[config.mk]
export PLATFORM = sky130hd
export DESIGN_NAME = hdlc_line_monitor
export DESIGN_NICKNAME = d
export VERILOG_FILES = /design/src/rtl/hdlc_mon_pkg.sv /design/src/rtl/hdlc_line_monitor_channel.sv /design/src/rtl/hdlc_line_monitor.sv
export SDC_FILE = /design/constraint.sdc
export NUM_CORES = 1
export LEC_CHECK = 0
export BUFFER_PORTS_ARGS = -buffer_cell sky130_fd_sc_hd__buf_2
export CORE_MARGIN = 2
export CORE_UTILIZATION = 60
export CTS_CLUSTER_DIAMETER = 100
export CTS_CLUSTER_SIZE = 10
export DETAILED_ROUTE_END_ITERATION = 12
export PLACE_DENSITY = 0.87
export RECOVER_POWER = 100
export SKIP_LAST_GASP = 1
export SYNTH_ARGS = -nofsm -noshare
export SYNTH_HDL_FRONTEND = slang
export SYNTH_SLANG_ARGS = --single-unit
[constraint.sdc]
create_clock -name Clk -period 4.99 [get_ports Clk]
set_clock_uncertainty 0.2 [all_clocks]
set_input_delay 0.998 -clock Clk [delete_from_list [all_inputs] [get_ports Clk]]
set_output_delay 0.998 -clock Clk [all_outputs]
set_load 0.02 [all_outputs]
[src/rtl/hdlc_mon_pkg.sv]
// Shared types and constants for the HDLC line monitor.
// Imported by the per-channel monitor and the top level.
package hdlc_mon_pkg;

  typedef enum logic [1:0] {
    HUNT  = 2'd0,
    SYNC  = 2'd1,
    FRAME = 2'd2
  } link_state_t;

  localparam logic [7:0] FLAG_PATTERN = 8'h7E;
  localparam int ABORT_ONES = 7;
  localparam int RUN_MAX = 15;

  typedef struct packed {
    logic flag;
    logic abort;
    logic stuff;
    logic idle;
  } mon_ev_t;

endpackage

[src/rtl/hdlc_line_monitor_channel.sv]
// One serial line: bit history, link FSM, two-stage event pipeline
// and saturating error/abort counters.
module hdlc_mon_channel
  import hdlc_mon_pkg::*;
#(
  parameter int CNT_W     = 16,
  parameter int IDLE_LEN  = 8,
  parameter int STUFF_LEN = 5
) (
  input  logic             clk,
  input  logic             rst,
  input  logic             enable,
  input  logic             clear,
  input  logic             bit_in,
  input  logic             bit_valid,
  input  logic             valid_frame,
  input  logic             aborted_trans,
  output logic             flag_detect,
  output logic             abort_detect,
  output logic             idle_detect,
  output logic             stuff_err,
  output link_state_t      link_state,
  output logic [CNT_W-1:0] err_cnt,
  output logic [CNT_W-1:0] abort_cnt
);

  logic [7:0]       shift8;
  logic [7:0]       shift_next;
  logic [3:0]       ones_run;
  logic [3:0]       ones_next;
  logic [3:0]       since;
  logic [3:0]       since_next;
  link_state_t      state_next;
  logic             sample;
  mon_ev_t          ev_now;
  mon_ev_t          ev_q;
  mon_ev_t          ev_p1;
  mon_ev_t          ev_out;
  logic [CNT_W-1:0] cnt_max;

  assign sample  = enable & bit_valid;
  assign cnt_max = '1;

  always_comb begin
    shift_next = shift8;
    ones_next  = ones_run;
    if (sample) begin
      shift_next = {shift8[6:0], bit_in};
      if (!bit_in)
        ones_next = 4'd0;
      else if (ones_run != 4'(RUN_MAX))
        ones_next = ones_run + 4'd1;
    end
  end

  // Events are judged on the run length before this bit is counted.
  always_comb begin
    ev_now       = '0;
    ev_now.flag  = sample && (shift_next == FLAG_PATTERN);
    ev_now.abort = sample && bit_in
                   && (ones_run == 4'(ABORT_ONES - 1))
                   && (link_state != HUNT);
    ev_now.stuff = sample && valid_frame && !aborted_trans
                   && bit_in && (ones_run == 4'(STUFF_LEN));
    ev_now.idle  = enable && (ones_next >= 4'(IDLE_LEN));
  end

  always_comb begin
    state_next = link_state;
    since_next = since;
    unique case (1'b1)
      !enable: begin
        state_next = HUNT;
        since_next = '0;
      end
      ev_now.flag: begin
        state_next = SYNC;
        since_next = '0;
      end
      ev_now.abort: state_next = HUNT;
      default: begin
        if (sample && link_state == SYNC) begin
          since_next = since + 4'd1;
          if (since_next == 4'd8)
            state_next = FRAME;
        end
      end
    endcase
  end

  always_ff @(posedge clk) begin
    if (rst) begin
      link_state <= HUNT;
      since      <= '0;
    end else begin
      link_state <= state_next;
      since      <= since_next;
    end
  end

  always_ff @(posedge clk) begin
    if (rst || !enable) begin
      shift8   <= '0;
      ones_run <= '0;
      ev_q     <= '0;
      ev_p1    <= '0;
      ev_out   <= '0;
    end else begin
      shift8   <= shift_next;
      ones_run <= ones_next;
      ev_q     <= ev_now;
      ev_p1    <= ev_q;
      ev_out   <= ev_p1;
    end
  end

  // Counters step on the edge that registers the output pulse.
  always_ff @(posedge clk) begin
    if (rst || clear)
      err_cnt <= '0;
    else if (enable && ev_p1.stuff && err_cnt != cnt_max)
      err_cnt <= err_cnt + 1'b1;
  end

  always_ff @(posedge clk) begin
    if (rst || clear)
      abort_cnt <= '0;
    else if (enable && ev_p1.abort && abort_cnt != cnt_max)
      abort_cnt <= abort_cnt + 1'b1;
  end

  assign flag_detect  = ev_out.flag;
  assign abort_detect = ev_out.abort;
  assign stuff_err    = ev_out.stuff;
  assign idle_detect  = ev_out.idle;

endmodule

[src/rtl/hdlc_line_monitor.sv]
// Multi-channel HDLC line monitor: one hdlc_mon_channel per line
// with the per-channel results packed onto flat status ports.
module hdlc_line_monitor
  import hdlc_mon_pkg::*;
#(
  parameter int NUM_CH    = 1,
  parameter int CNT_W     = 16,
  parameter int IDLE_LEN  = 8,
  parameter int STUFF_LEN = 5
) (
  input  logic                    Clk,
  input  logic                    Rst,
  input  logic [NUM_CH-1:0]       Enable,
  input  logic [NUM_CH-1:0]       Clear,
  input  logic [NUM_CH-1:0]       BitIn,
  input  logic [NUM_CH-1:0]       BitValid,
  input  logic [NUM_CH-1:0]       ValidFrame,
  input  logic [NUM_CH-1:0]       AbortedTrans,
  output logic [NUM_CH-1:0]       FlagDetect,
  output logic [NUM_CH-1:0]       AbortDetect,
  output logic [NUM_CH-1:0]       IdleDetect,
  output logic [NUM_CH-1:0]       StuffErr,
  output logic [2*NUM_CH-1:0]     LinkState,
  output logic [CNT_W*NUM_CH-1:0] ErrCnt,
  output logic [CNT_W*NUM_CH-1:0] AbortCnt
);

  if (IDLE_LEN < 8 || IDLE_LEN > 15) begin : g_bad_idle_len
    $error("IDLE_LEN must lie in 8..15");
  end

  for (genvar i = 0; i < NUM_CH; i++) begin : g_ch
    link_state_t state;

    hdlc_mon_channel #(
      .CNT_W    (CNT_W),
      .IDLE_LEN (IDLE_LEN),
      .STUFF_LEN(STUFF_LEN)
    ) u_ch (
      .clk          (Clk),
      .rst          (Rst),
      .enable       (Enable[i]),
      .clear        (Clear[i]),
      .bit_in       (BitIn[i]),
      .bit_valid    (BitValid[i]),
      .valid_frame  (ValidFrame[i]),
      .aborted_trans(AbortedTrans[i]),
      .flag_detect  (FlagDetect[i]),
      .abort_detect (AbortDetect[i]),
      .idle_detect  (IdleDetect[i]),
      .stuff_err    (StuffErr[i]),
      .link_state   (state),
      .err_cnt      (ErrCnt[CNT_W*i +: CNT_W]),
      .abort_cnt    (AbortCnt[CNT_W*i +: CNT_W])
    );

    assign LinkState[2*i +: 2] = state;
  end

endmodule

==> qor.yml <==
cts.sinks: 61
drv_cap: 0
crit_family: "simple AND/OR/NAND/NOR gates"
cts.clk_slew.worst_paths_ns: 0.06
seqCellArea_sq_um: 1220
syn_area_per_cell_sq_um: 8.70
grt_pass1_vias: 2360
leakage_uw: 0.00104
grt_pass1_wl_um: 10300
multiInputGateArea_sq_um: 1570
peakVddDrop_mv: 0.152
cts_buffers: 9
arrival_ns: 3.07
synth_seq_area_share: 0.421
worst_slew_pin_slew_ns: 0.965
drtAntennaViolNets: 0
drc: 0
initialDrtViolationCount: 255
hold_class: "reg -> reg"
core_sq_um: 4690
grt_usage: 0.243
rows: 25
drt_wl_total_um: 6330
synth_ff_type: "dfxtp_1"
cts_resized: 0
hold_viol_final: 0
grt_antenna_before_repair: 0
crit_buf_inv: 1
ys_ff_latch: 61
clk_root_buffer_cell: "clkbuf_8"
clockBufferDepth: 2
final_cell_mix: "dfxtp_1 (61), clkbuf_1 (43), nand2_1 (39)"
yosys_warnings: 0
start_util: 0.618
ios: 46
fin_area_sq_um: 3230
n_antenna_cell: 0
clk_latency_ns: 0.34
max-slew-margin-rel: 0.352
postCtsSetupRepairBufs: 0
drive_gt1_frac: 0.0741
max_freq_mhz: 333
synth-edff-count: 0
end_kind: "flip-flop"
drv_slew: 0
post-place-ws_ns: 2.03
die_area_sq_um: 5400
rsz0062_at_grt: "no"
total_power_uw: 895
postSynthCellCount: 333
overflow: 0
outcome: "finished clean"
vias: 2752
setup_violations: 0
fp.dieH_um: 73.5
drt_pass1_iterations: 5
fillers: 399
place.gp.congestion: 0.893
finalWorstSetupSlack_ns: 1.98
required_ns: 5.05
layout_commonest_cell: "dfxtp_1"
ys_types: 52
wl_per_cell_um: 14.7
critPathMaxFanout: 19
place_area_sq_um: 3100
die_w_um: 73.5
port-buffer-count: 45
criticalPathCategory: "in -> reg"
cp_slowest_cell: "clkbuf_1"
dpl.hpwl_um: 4260
period_needed_ns: 3.01
post_drt_via_cell_ratio: 6.37
syn_to_final_growth_pct: 11.4
period_share: 0.602
h-tree-depth: 3
powerDensity_nw_per_um2: 277
syn_nets: 347
nNetsFinal: 387
setup_tns_ns: 0
postCtsHoldBufs: 0
async_reset_ff_frac: 0
cp_cell_sequence: "clkbuf_1 -> and2_0 -> nand4_1 -> nor4b_1 -> mux2i_1"
syn_area_sq_um: 2900
worstSetupStartpointType: "input port"
max_stage_delay_ns: 0.54
cts_tree: "done"
grt_max_degree: 31
-- through the flow --
step	util	hold WS (ns)	cells
after floorplan	-	0.206	333
after global placement	0.662	0.208	416
after detailed placement	0.662	0.214	416
after CTS	0.698	0.229	432
after global routing	0.688	0.241	432
final	0.688	0.229	432
-- path summary, 6_finish.rpt --
path | start | to | slack [ns] | cells after the start
worst max-delay path | Enable | g_ch[0].u_ch.err_cnt[13]$_SDFFE_PP0P_ | 1.98 | 5
worst min-delay path | g_ch[0].u_ch.ev_q[2]$_SDFF_PP0_ | g_ch[0].u_ch.ev_p1[2]$_SDFF_PP0_ | 0.23 | 1
worst max register to register | g_ch[0].u_ch.err_cnt[0]$_SDFFE_PP0P_ | g_ch[0].u_ch.err_cnt[13]$_SDFFE_PP0P_ | 2.72 | 5
worst min register to register | g_ch[0].u_ch.ev_q[2]$_SDFF_PP0_ | g_ch[0].u_ch.ev_p1[2]$_SDFF_PP0_ | 0.23 | 1
-- report_power, final --
| group | leakage (uW) | switching, uW | internal, uW |
|---|---|---|---|
| clock network | 0.0000877 | 179 | 207 |
| registers | 0.000491 | 0.469 | 487 |
| logic | 0.000464 | 16.6 | 4.54 |
-- layer usage --
layer  up-vias  GRT usage  share of wire  wire, um
met5         -          0              0         0
met4         0      0.121          0.021       134
met3        13     0.0700          0.054       340
met2        88      0.385           0.47      3000
met1      1297      0.301           0.45      2860
li1       1354          -              -         -
-- registers in the layout, summed over array words and instances (netlist names) --
| signal | cells |
|---|---|
| g_ch.u_ch.ev_q | 4 |
| g_ch.u_ch.abort_cnt | 16 |
| g_ch.u_ch.shift8 | 7 |
| g_ch.u_ch.abort_detect | 1 |
| g_ch.u_ch.err_cnt | 16 |
| g_ch.u_ch.ev_p1 | 4 |
| g_ch.u_ch.ones_run | 4 |
| g_ch.u_ch.since | 4 |
| g_ch.u_ch.stuff_err | 1 |
| g_ch.u_ch.link_state | 2 |
| g_ch.u_ch.flag_detect | 1 |
| g_ch.u_ch.idle_detect | 1 |
-- worst reg2reg max path: cells and delay by family, from the launching register on --
kind	cells	cell delay, ns
DFF	1	0.39
and+or+nand+nor	3	1.11
muxes	1	0.17
adders and majority gates	1	0.28
-- kinds of logic after synthesis --
logic type | synth area share
flip-flops | 0.421
AO/OA/AOI/OAI | 0.180
buffers and inverters | 0.0363
XOR/XNOR | 0.00302
multiplexers | 0.00691
adder cells (fa/ha/maj) | 0.0259
AND/OR/NAND/NOR | 0.327
-- cell usage after synthesis (5+ instances only) --
master	instances	area [sq um]
dfxtp_1	61	1220
nand2_1	39	146
a21oi_1	35	175
nand3_1	17	85.1
nand4_1	17	106
and2_1	12	75.1
nor2_1	12	45.0
o31ai_1	11	82.6
or3_1	11	68.8
or4_1	11	82.6
o21ai_0	10	50.1
clkbuf_1	7	26.3
nor3_1	7	35.0
a31oi_1	6	37.5
ha_1	6	75.1
and3_1	5	31.3
and4_1	5	43.8
inv_1	5	18.8
o21ai_1	5	25.0
-- final cells by class --
cell class,count,share of cell area
inverters,5,0.00582
repair buffers,45,0.0547
multi-input cells,251,0.487
well taps,54,0.0209
clock inverters,1,0.00155
flip-flops and latches,61,0.378
clock buffers,15,0.0516
No activity file was read; power rests on OpenSTA's default activity.
